$ cat src/rtl/perceptron_stream_core.sv
// perceptron_stream_core
//   N-input fixed-point perceptron driven by a UART byte stream.
//   'W' loads N weights then the bias (atomically committed, answered with ACK 0x06).
//   'X' loads N inputs, runs a sequential signed MAC and answers with the result.
//   Any other command byte in IDLE, or an idle gap of timeout_cycles inside a load,
//   answers with NAK 0x15.
//   Words are ceil(W/8) bytes, little-endian, W = fp_integer_width + fp_fract_width.
// Ports
//   clk, rst           clock, asynchronous active-high reset
//   rx_data/rx_valid   received byte and its one-cycle strobe
//   tx_data/tx_valid   response byte, held until tx_ready
//   tx_ready           transmitter accepts when tx_valid & tx_ready
//   busy               high in every state except IDLE
//   y                  last classification result
// Build option
//   PERCEPTRON_RAW_OUT_EN: 'X' answers with the saturated pre-activation sum
//   (W bits, sent as ceil(W/8) little-endian bytes) instead of the step byte.
`timescale 1ns/1ps
module perceptron_stream_core #(
    parameter int fp_integer_width = 4,
    parameter int fp_fract_width   = 4,
    parameter int n_inputs         = 2,
    parameter int timeout_cycles   = 120000
) (
    input  logic       clk,
    input  logic       rst,
    input  logic [7:0] rx_data,
    input  logic       rx_valid,
    output logic [7:0] tx_data,
    output logic       tx_valid,
    input  logic       tx_ready,
    output logic       busy,
    output logic       y
);
    localparam int W      = fp_integer_width + fp_fract_width;
    localparam int F      = fp_fract_width;
    localparam int N      = n_inputs;
    localparam int BPW    = (W + 7) / 8;
    localparam int BW     = BPW * 8;
    localparam int ACC_W  = 2 * W + $clog2(N + 1);
    localparam int WCNT_W = $clog2(N + 1);
    localparam int BCNT_W = $clog2(BPW + 1);
    localparam int TMR_W  = $clog2(timeout_cycles + 1);

    localparam logic [7:0] CMD_W = 8'h57;
    localparam logic [7:0] CMD_X = 8'h58;
    localparam logic [7:0] ACK   = 8'h06;
    localparam logic [7:0] NAK   = 8'h15;

    typedef enum logic [2:0] {
        S_IDLE, S_LOAD_W, S_LOAD_X, S_MAC, S_ACT, S_SEND
    } state_t;

    state_t                    state;
    logic signed [W-1:0]       w_live   [N];
    logic signed [W-1:0]       w_shadow [N];
    logic signed [W-1:0]       x_reg    [N];
    logic signed [W-1:0]       bias_live;
    logic        [BW-1:0]      word_buf;
    logic        [BCNT_W-1:0]  byte_cnt;
    logic        [WCNT_W-1:0]  word_cnt;
    logic        [TMR_W-1:0]   timer;
    logic signed [ACC_W-1:0]   acc;

    logic        [BW-1:0]      next_word;
    logic signed [W-1:0]       rx_word;
    logic signed [2*W-1:0]     prod;
    logic                      byte_last;
    logic                      timeout_hit;
    logic                      acc_pos;

    // Little-endian assembly: each byte enters at the top and the word shifts down.
    assign next_word   = BW'({rx_data, word_buf} >> 8);
    assign rx_word     = next_word[W-1:0];
    assign byte_last   = (byte_cnt == BCNT_W'(BPW - 1));
    assign timeout_hit = (timer == TMR_W'(timeout_cycles - 1));
    assign prod        = (2*W)'(w_live[0]) * (2*W)'(x_reg[0]);
    assign acc_pos     = !acc[ACC_W-1] && (|acc);

`ifdef PERCEPTRON_RAW_OUT_EN
    logic signed [W-1:0]      sat_val;
    logic        [BW-1:0]     sat_bytes;
    logic        [BW-1:0]     send_buf;
    logic        [BCNT_W-1:0] send_left;

    // acc >>> F fits in W bits only when everything from bit F+W-1 up is pure sign.
    always_comb begin
        sat_val = acc[F+W-1:F];
        if (!(&acc[ACC_W-1:F+W-1]) && (|acc[ACC_W-1:F+W-1]))
            sat_val = acc[ACC_W-1] ? {1'b1, {(W-1){1'b0}}} : {1'b0, {(W-1){1'b1}}};
    end
    assign sat_bytes = BW'(sat_val);
`endif

    always_ff @(posedge clk or posedge rst) begin
        if (rst) begin
            state     <= S_IDLE;
            tx_valid  <= 1'b0;
            tx_data   <= '0;
            busy      <= 1'b0;
            y         <= 1'b0;
            bias_live <= '0;
            word_buf  <= '0;
            byte_cnt  <= '0;
            word_cnt  <= '0;
            timer     <= '0;
            acc       <= '0;
            for (int unsigned i = 0; i < N; i++) begin
                w_live[i]   <= '0;
                w_shadow[i] <= '0;
                x_reg[i]    <= '0;
            end
`ifdef PERCEPTRON_RAW_OUT_EN
            send_buf  <= '0;
            send_left <= '0;
`endif
        end else begin
            case (state)
                S_IDLE: begin
                    if (rx_valid) begin
                        busy     <= 1'b1;
                        byte_cnt <= '0;
                        word_cnt <= '0;
                        timer    <= '0;
                        case (rx_data)
                            CMD_W:   state <= S_LOAD_W;
                            CMD_X:   state <= S_LOAD_X;
                            default: begin
                                state    <= S_SEND;
                                tx_valid <= 1'b1;
                                tx_data  <= NAK;
                            end
                        endcase
                    end
                end

                S_LOAD_W, S_LOAD_X: begin
                    if (rx_valid) begin
                        timer    <= '0;
                        word_buf <= next_word;
                        if (!byte_last) begin
                            byte_cnt <= byte_cnt + 1'b1;
                        end else begin
                            byte_cnt <= '0;
                            word_cnt <= word_cnt + 1'b1;
                            if (state == S_LOAD_W) begin
                                if (word_cnt == WCNT_W'(N)) begin
                                    // Bias word: commit the complete set in one cycle.
                                    for (int unsigned i = 0; i < N; i++)
                                        w_live[i] <= w_shadow[i];
                                    bias_live <= rx_word;
                                    state     <= S_SEND;
                                    tx_valid  <= 1'b1;
                                    tx_data   <= ACK;
                                end else begin
                                    for (int unsigned i = 0; i + 1 < N; i++)
                                        w_shadow[i] <= w_shadow[i+1];
                                    w_shadow[N-1] <= rx_word;
                                end
                            end else begin
                                for (int unsigned i = 0; i + 1 < N; i++)
                                    x_reg[i] <= x_reg[i+1];
                                x_reg[N-1] <= rx_word;
                                if (word_cnt == WCNT_W'(N - 1)) begin
                                    state    <= S_MAC;
                                    word_cnt <= '0;
                                    acc      <= ACC_W'(bias_live) <<< F;
                                end
                            end
                        end
                    end else if (timeout_hit) begin
                        state    <= S_SEND;
                        tx_valid <= 1'b1;
                        tx_data  <= NAK;
                    end else begin
                        timer <= timer + 1'b1;
                    end
                end

                // Weights and inputs rotate so element 0 is always the current term;
                // after exactly N rotations the live weights are back in their original order.
                S_MAC: begin
                    acc <= acc + ACC_W'(prod);
                    for (int unsigned i = 0; i + 1 < N; i++) begin
                        w_live[i] <= w_live[i+1];
                        x_reg[i]  <= x_reg[i+1];
                    end
                    w_live[N-1] <= w_live[0];
                    x_reg[N-1]  <= x_reg[0];
                    if (word_cnt == WCNT_W'(N - 1))
                        state <= S_ACT;
                    else
                        word_cnt <= word_cnt + 1'b1;
                end

                S_ACT: begin
                    y        <= acc_pos;
                    state    <= S_SEND;
                    tx_valid <= 1'b1;
`ifdef PERCEPTRON_RAW_OUT_EN
                    tx_data   <= sat_bytes[7:0];
                    send_buf  <= sat_bytes >> 8;
                    send_left <= BCNT_W'(BPW - 1);
`else
                    tx_data   <= {7'b0, acc_pos};
`endif
                end

                S_SEND: begin
                    if (tx_ready) begin
`ifdef PERCEPTRON_RAW_OUT_EN
                        // send_left is only non-zero while a raw sum is going out,
                        // so ACK/NAK always finish after one byte.
                        if (send_left != '0) begin
                            tx_data   <= send_buf[7:0];
                            send_buf  <= send_buf >> 8;
                            send_left <= send_left - 1'b1;
                        end else
`endif
                        begin
                            tx_valid <= 1'b0;
                            busy     <= 1'b0;
                            state    <= S_IDLE;
                        end
                    end
                end

                default: begin
                    state    <= S_IDLE;
                    tx_valid <= 1'b0;
                    busy     <= 1'b0;
                end
            endcase
        end
    end
endmodule
$ cat config.mk
export PLATFORM = sky130hd
export DESIGN_NAME = perceptron_stream_core
export DESIGN_NICKNAME = d
export VERILOG_FILES = /design/src/rtl/perceptron_stream_core.sv
export SDC_FILE = /design/constraint.sdc
export NUM_CORES = 1
export LEC_CHECK = 0
export BUFFER_PORTS_ARGS = -buffer_cell sky130_fd_sc_hd__buf_2
export CAP_MARGIN = 10
export CORE_UTILIZATION = 55
export DETAILED_ROUTE_END_ITERATION = 12
export GPL_TIMING_DRIVEN = 0
export PLACE_DENSITY = 0.69
export SYNTH_ARGS = -nofsm -noshare
export SYNTH_HDL_FRONTEND = slang
export SYNTH_SLANG_ARGS = --single-unit
export TNS_END_PERCENT = 1
$ cat constraint.sdc
create_clock -name clk -period 9.25 [get_ports clk]
set_input_delay 0.925 -clock clk [delete_from_list [all_inputs] [get_ports clk]]
set_output_delay 0.925 -clock clk [all_outputs]
set_load 0.02 [all_outputs]
# After elaboration in Yosys (flattened, before gate mapping)

Index checks and enable logic that the tools add are counted.

Multiply operators: 1
Order comparisons: 0
Mux-type cells: 59
Equal/unequal tests: 28
Bitwise operators: 4
Shifts and indexed selects: 0
Reduce and logical (&&, ||, !) cells: 23
Divide/modulo/power cells: 0
Add/subtract/negate cells: 4

Operator list:

| kind                                          | number |
|---|---|
| two-way mux 16 bit                            | 7 |
| two-way mux 18 bit                            | 4 |
| case mux 16 bit (2 select lines)              | 2 |
| two-way mux 8 bit                             | 7 |
| two-way mux 17 bit                            | 3 |
| case mux 18 bit (2 select lines)              | 1 |
| case mux 17 bit (2 select lines)              | 1 |
| two-way mux 3 bit                             | 9 |
| AND reduction 5 bit                           | 5 |
| case mux 8 bit (3 select lines)               | 1 |
| != test 2 bit, second input constant          | 11 |
| adder 18 x 16 -> 18 bit                       | 1 |
| OR reduction 18 bit                           | 1 |
| adder 17 x 1 -> 17 bit, second input constant | 1 |
| == test 17 bit, second input constant         | 1 |
| == test 8 x 7 -> 1 bit, second input constant | 2 |
| multiplier 8 x 8 -> 16 bit                    | 1 |
| != test 3 bit, second input constant          | 5 |
| case mux 3 bit (5 select lines)               | 1 |
| AND reduction 7 bit                           | 2 |
| two-way mux 1 bit                             | 12 |
| two-way mux 2 bit                             | 6 |
| AND reduction 3 bit                           | 3 |
| != test 4 bit, second input constant          | 2 |
| 22 further kinds                              | 30 |

Register bits after elaboration: 108
Output and inout port bits: 11
Memories: 0
Memory bits (writable): 0
Logic and storage cells: 135
Memory bits (read-only): 0
Bits in latches: 0

# Longest topological paths before layout

Word-level depth: 6
Depth in mapped cells: 19

# Worst setup path before layout

No wires, ideal clock.

Path type: register -> register
From: reg x_reg[8] (netlist name)
To: reg acc[14]
Period minus slack after synthesis: 5.004 ns
Arrival time: 4.868 ns
Path slack: 4.246 ns
Buffers on the path: 1
Cell stages (with the launch flop): 16
Cell sequence: dfrtp_1 -> clkbuf_1 -> and2_1 -> inv_1 -> fa_1 -> inv_1 -> fa_1 -> fa_1 -> fa_1 -> fa_1 -> ha_1 -> a21oi_1 -> o21ai_0 -> a221oi_1 -> xor2_1 -> o21ai_0

Word-level cells in the longest chain between the ends: 3

RTL lines:

| element                          | line | text |
|---|---|---|
| start, declared                  | 57   | `logic signed [W-1:0] x_reg [N];` |
| start signal, assigned by index  | 162  | `x_reg[i] <= x_reg[i+1];` |
| start signal, assigned by index  | 163  | `x_reg[N-1] <= rx_word;` |
| start signal, assigned by index  | 186  | `x_reg[i] <= x_reg[i+1];` |
| multiplier 8 x 8 -> 16 bit       | 77   | `assign prod = (2*W)'(w_live[0]) * (2*W)'(x_reg[0]);` |
| adder 18 x 16 -> 18 bit          | 183  | `acc <= acc + ACC_W'(prod);` |
| case mux 18 bit (2 select lines) | 118  | `case (state)` |
| end signal, assigned             | 167  | `acc <= ACC_W'(bias_live) <<< F;` |
| end signal, assigned             | 183  |  |
| end, declared                    | 63   | `logic signed [ACC_W-1:0] acc;` |

Every way passes these cells.
A chain may end at the register's enable or synchronous reset.

# Final worst setup path

Same ends and word-level chain as after synthesis.

==> results by stage <==
Logic synthesis:
- The total of warnings raised by yosys is 0.
- Counting every instance in the synthesized netlist gives approximately 800.
- Of the post-synthesis cell area, the dominant cell type holds 31.24%.
- A synthesized cell averages roughly 10 sq um.
- The synthesized design spends more area on one cell type than any other, namely sky130_fd_sc_hd__dfrtp_1.
- In the synthesized netlist the dominant register cell turns out to be sky130_fd_sc_hd__dfrtp_1.
- The total of flip-flops plus latches after synthesis is 103.
- By area the synthesized netlist is led by sky130_fd_sc_hd__dfrtp_1 (31%), sky130_fd_sc_hd__fa_1 (19%), sky130_fd_sc_hd__ha_1 (6.8%).
- The share of async-settable or async-resettable flops after synthesis is 100.0%.
- The netlist area before placement is 8250 sq um.
- Yosys instantiated no cell more often than sky130_fd_sc_hd__dfrtp_1.
- In this run, distinct cell masters in the synthesized netlist total 67.
- The post-synthesis sequential area ratio is approximately 31%.
- Sorting the synthesized cells by how often they occur yields sky130_fd_sc_hd__dfrtp_1 (103), sky130_fd_sc_hd__nand2_1 (90), sky130_fd_sc_hd__inv_1 (89).
- The number of synthesized flops with an enable pin is 0.

STA:
- The worst path uses ~63% of the clock period.
- The worst pin sits at a relative slew slack of between 40% and 50%.
- Setup repair after global routing left no endpoint under its margin.
- The shortest clock period the worst path allows after layout is 5.809 ns.
- Setup violations remaining at the end of the flow were counted as 0.
- The number of slew-limit violations in the final report was 0.
- The hold violation count in the final report is 0.
- The highest clock frequency the design can meet is between 150 and 200 MHz.
- For the pin with the worst max-slew slack, the measured transition is 0.7639 ns.
- The post-route clock skew is 0.01422 ns.
- For the final routed database, the setup TNS stands at 0 ns.

Layout:
- The flip-flop count of the largest register after layout is 18.
- In the final layout, the share of cells above drive strength 1 is approximately 11%.
- The area added between synthesis and finish is 7.825%.
- The repair_antennas step left the layout with diodes totalling 0.
- The largest registers in the layout are acc: 18 flops, timer: 17 flops.
- After filler insertion, the fill cell instance count of the layout stands at about 1200.
- The final design instance area without fill is between 8000 and 9000 sq um.
- The finished layout holds approximately 1000 standard cells, fillers aside.
- The number of nets in the layout is just under 1000.
- The largest register by flop count is acc.

CTS:
- The root buffer cell chosen for the clock tree is sky130_fd_sc_hd__clkbuf_16.
- In this run, CTS created clock tree buffers numbering 9.
- Counting along the longest clock path gives a buffer depth of 2.
- The clock net in this run drives a total of between 100 and 150 sinks.
- The clock-pin slew of the registers on the worst-case setup and hold paths is approximately 0.070 ns.
- The clock tree from TritonCTS is yes.
- The insertion delay of the later-clocked pin in the worst-skew pair is 0.36 ns.
- After clock tree synthesis, the setup repair step added 0 buffers.
- The post-CTS resize count is 0.
- CTS built an H-tree with a depth of 3.
- In this run, post-CTS hold repair placed 0 buffers.

Power and ir drop:
- The internal power of the cells is between 900 and 1000 uW.
- The clock network fraction of design power is approximately 23%.
- The power share of the sequential group is 41.7%.
- Summed over all nets, the switching power comes to roughly 570 uW.
- The leakage dissipation is 0.004311 uW.
- The share of total power consumed by net switching is between 30% and 40%.
- The peak supply drop is approximately 0.17 mV.
- The share of total power dissipated in combinational logic is between 30% and 40%.
- Power spread over the standard cell area amounts to approximately 180 nW/um^2.

Critical path:
- Walking the worst path, the cells encountered are clkbuf_1, and2_1, inv_1, fa_1, inv_1, fa_1, fa_1, fa_1, fa_1, ha_1, a21oi_1, o21ai_0, a221oi_1, xor2_1, o21ai_0.
- In this design, the critical path's most frequently occurring cell is sky130_fd_sc_hd__fa_1.
- The endpoint arrival time on the critical path is roughly 6 ns.
- The type of the worst setup path is register to register.
- On the critical path, the stage with the largest delay is an instance of sky130_fd_sc_hd__fa_1.
- The largest single stage delay on the critical path is approximately 0.6 ns.
- The maximum fanout along the worst path is 11.
- The worst setup path is captured at a register.
- The critical path data required time is 9.46 ns.
- The worst setup path is launched from a register.

GRT:
- In this run the most used layer during global routing was met2.
- The number of antenna violations at the first check in global routing was 0.
- The global-route track usage on met2 is around 40%.
- The global-route met1 utilization is 34.33%.
- The maximum number of pins on one net before global-route repair is 58.
- The via count of the first global-routing pass is roughly 6200.
- The met3 track utilization from global routing is ~2.9%.
- The global-route wire length before repair is 30.42 mm.
- For this run, the total global-route usage over all layers was measured as 24.34%.
- The total overflow left after global routing is 0.

Routing:
- The count of nets left with antenna violations once routing finished came out at 0.
- The post-detailed-route DRC marker count is 0.
- The final layout contains routed wiring with a total length of ~18 mm.
- Dividing the detail-routed via count by the number of cells gives approximately 5.7.
- Dividing the detail-routed wire length by the instance count gives 17.05 microns.
- The total via count in the routed design is approximately 6000.
- The number of DRC markers in iteration 0 is around 340.
- The pre-antenna-repair detailed-routing pass consisted of 5 iterations.

Die:
- For this design the top-level I/O count stands at 23.
- The overall die width is 124.5 microns.
- For this configuration, the core starts out at a cell density of a little under three fifths.
- The die boundary height is approximately 120 microns.
- The region available for standard cell placement spans between 10000 and 15000 sq um.
- The floorplan step defined a die boundary enclosing approximately 15000 sq um.
- The row count is 44.

Placement:
- The count of input and output buffers is 18.
- Routability-driven placement finished with a final weighted congestion of around 0.84.
- The HPWL after detailed placement is about 14 mm.
- After detailed placement, the total cell area comes to approximately 8600 sq um.
- The number of placed instances, taps included is approximately 1000.

Status:
- The run finished with clean final reports.

Min path:
- The path class of the tightest hold or removal check is register to register.

Flow run:
- Max-cap violations in this run came to 0.
==> power groups by stage <==
stage               clock, uW  sequential, uW  combinational [uW]
floorplan                   0             649                 388
global placement            0             649                 519
detailed placement          0             658                 542
CTS                       367             650                 546
global route              384             663                 603
finish                    363             651                 547
==> layer usage <==
metal | vias up | share of wire, %
li1 | 2803 | -
met3 | 21 | 3.8
met4 | 0 | 1.5
met1 | 3025 | 46
met2 | 139 | 49
met5 | - | 0
==> final cells by class <==
cell class	count	area [sq um]	share of cell area [%]
flip-flops and latches	103	2577	28.97
plain buffers	46	242.7	2.729
well taps	184	230.2	2.588
repair buffers	19	117.6	1.322
clock inverters	5	41.29	0.4641
inverters	90	340.3	3.826
multi-input cells	587	5104	57.37
clock buffers	11	242.7	2.729
==> critical path: cells and delay by family (launching register included) <==
family                   cells  cell delay, ns
adder cells (fa/ha/maj)      6            2.86
AO/OA/AOI/OAI                4            1.09
buffers and inverters        3            0.60
AND/OR/NAND/NOR              1            0.59
flip-flops                   1            0.32
XOR/XNOR                     1            0.20
==> path summary, 6_finish.rpt <==
check | end | start | slack, ns | depth (start not counted)
max | acc[14]$_DFFE_PP0P_ | x_reg[8]$_DFFE_PP0P_ | 3.44 | 15
min | x_reg[2]$_DFFE_PP0P_ | x_reg[2]$_DFFE_PP0P_ | 0.48 | 2
max reg2reg | acc[14]$_DFFE_PP0P_ | x_reg[8]$_DFFE_PP0P_ | 3.44 | 15
min reg2reg | x_reg[2]$_DFFE_PP0P_ | x_reg[2]$_DFFE_PP0P_ | 0.48 | 2
max in group asynchronous | timer[5]$_DFFE_PP0P_ | rst | 7.92 | 3
min in group asynchronous | x_reg[10]$_DFFE_PP0P_ | rst | 0.64 | 2
==> cell families after synthesis <==
kind of cell             share of synthesized area, %
adder cells (fa/ha/maj)                         26.24
multiplexers                                    7.537
AO/OA/AOI/OAI                                   10.84
flip-flops                                      31.24
XOR/XNOR                                        2.548
AND/OR/NAND/NOR                                 14.51
buffers and inverters                           7.037
other                                         0.04545
==> through the flow <==
step | total power (uW) | hold slack [ns] | utilization [%] | worst slack [ns]
2_1_floorplan | 1036 | 0.4460 | - | 4.246
3_3_place_gp | 1168 | 0.4598 | 58.83 | 3.532
3_5_place_dp | 1200 | 0.4690 | 59.03 | 3.472
4_1_cts | 1563 | 0.4853 | 60.98 | 3.437
5_1_grt | 1650 | 0.5131 | 60.98 | 3.100
6_report | 1560 | 0.4773 | 60.98 | 3.441
==> placed cells by master, fill, tap and decap left out, types with 5 or more instances in the layout <==
cell type and count:
sky130_fd_sc_hd__nand2_1 90, sky130_fd_sc_hd__a31oi_1 5, sky130_fd_sc_hd__nand4_1 5, sky130_fd_sc_hd__clkbuf_1 30
sky130_fd_sc_hd__nor2_1 40, sky130_fd_sc_hd__buf_4 8, sky130_fd_sc_hd__nor3_1 6, sky130_fd_sc_hd__or4_1 5
sky130_fd_sc_hd__buf_2 22, sky130_fd_sc_hd__and2_1 38, sky130_fd_sc_hd__nor2b_1 6, sky130_fd_sc_hd__mux2_2 33
sky130_fd_sc_hd__ha_1 45, sky130_fd_sc_hd__xnor2_1 15, sky130_fd_sc_hd__nor4_1 5, sky130_fd_sc_hd__o211ai_1 9
sky130_fd_sc_hd__xor2_1 9, sky130_fd_sc_hd__clkbuf_16 9, sky130_fd_sc_hd__a21o_1 6, sky130_fd_sc_hd__fa_1 80
sky130_fd_sc_hd__mux2i_1 25, sky130_fd_sc_hd__o21ai_0 59, sky130_fd_sc_hd__dfrtp_1 103, sky130_fd_sc_hd__and3_1 9
sky130_fd_sc_hd__nand3_1 6, sky130_fd_sc_hd__inv_1 88, sky130_fd_sc_hd__a21oi_1 25
(Power assumes the default switching activity.)
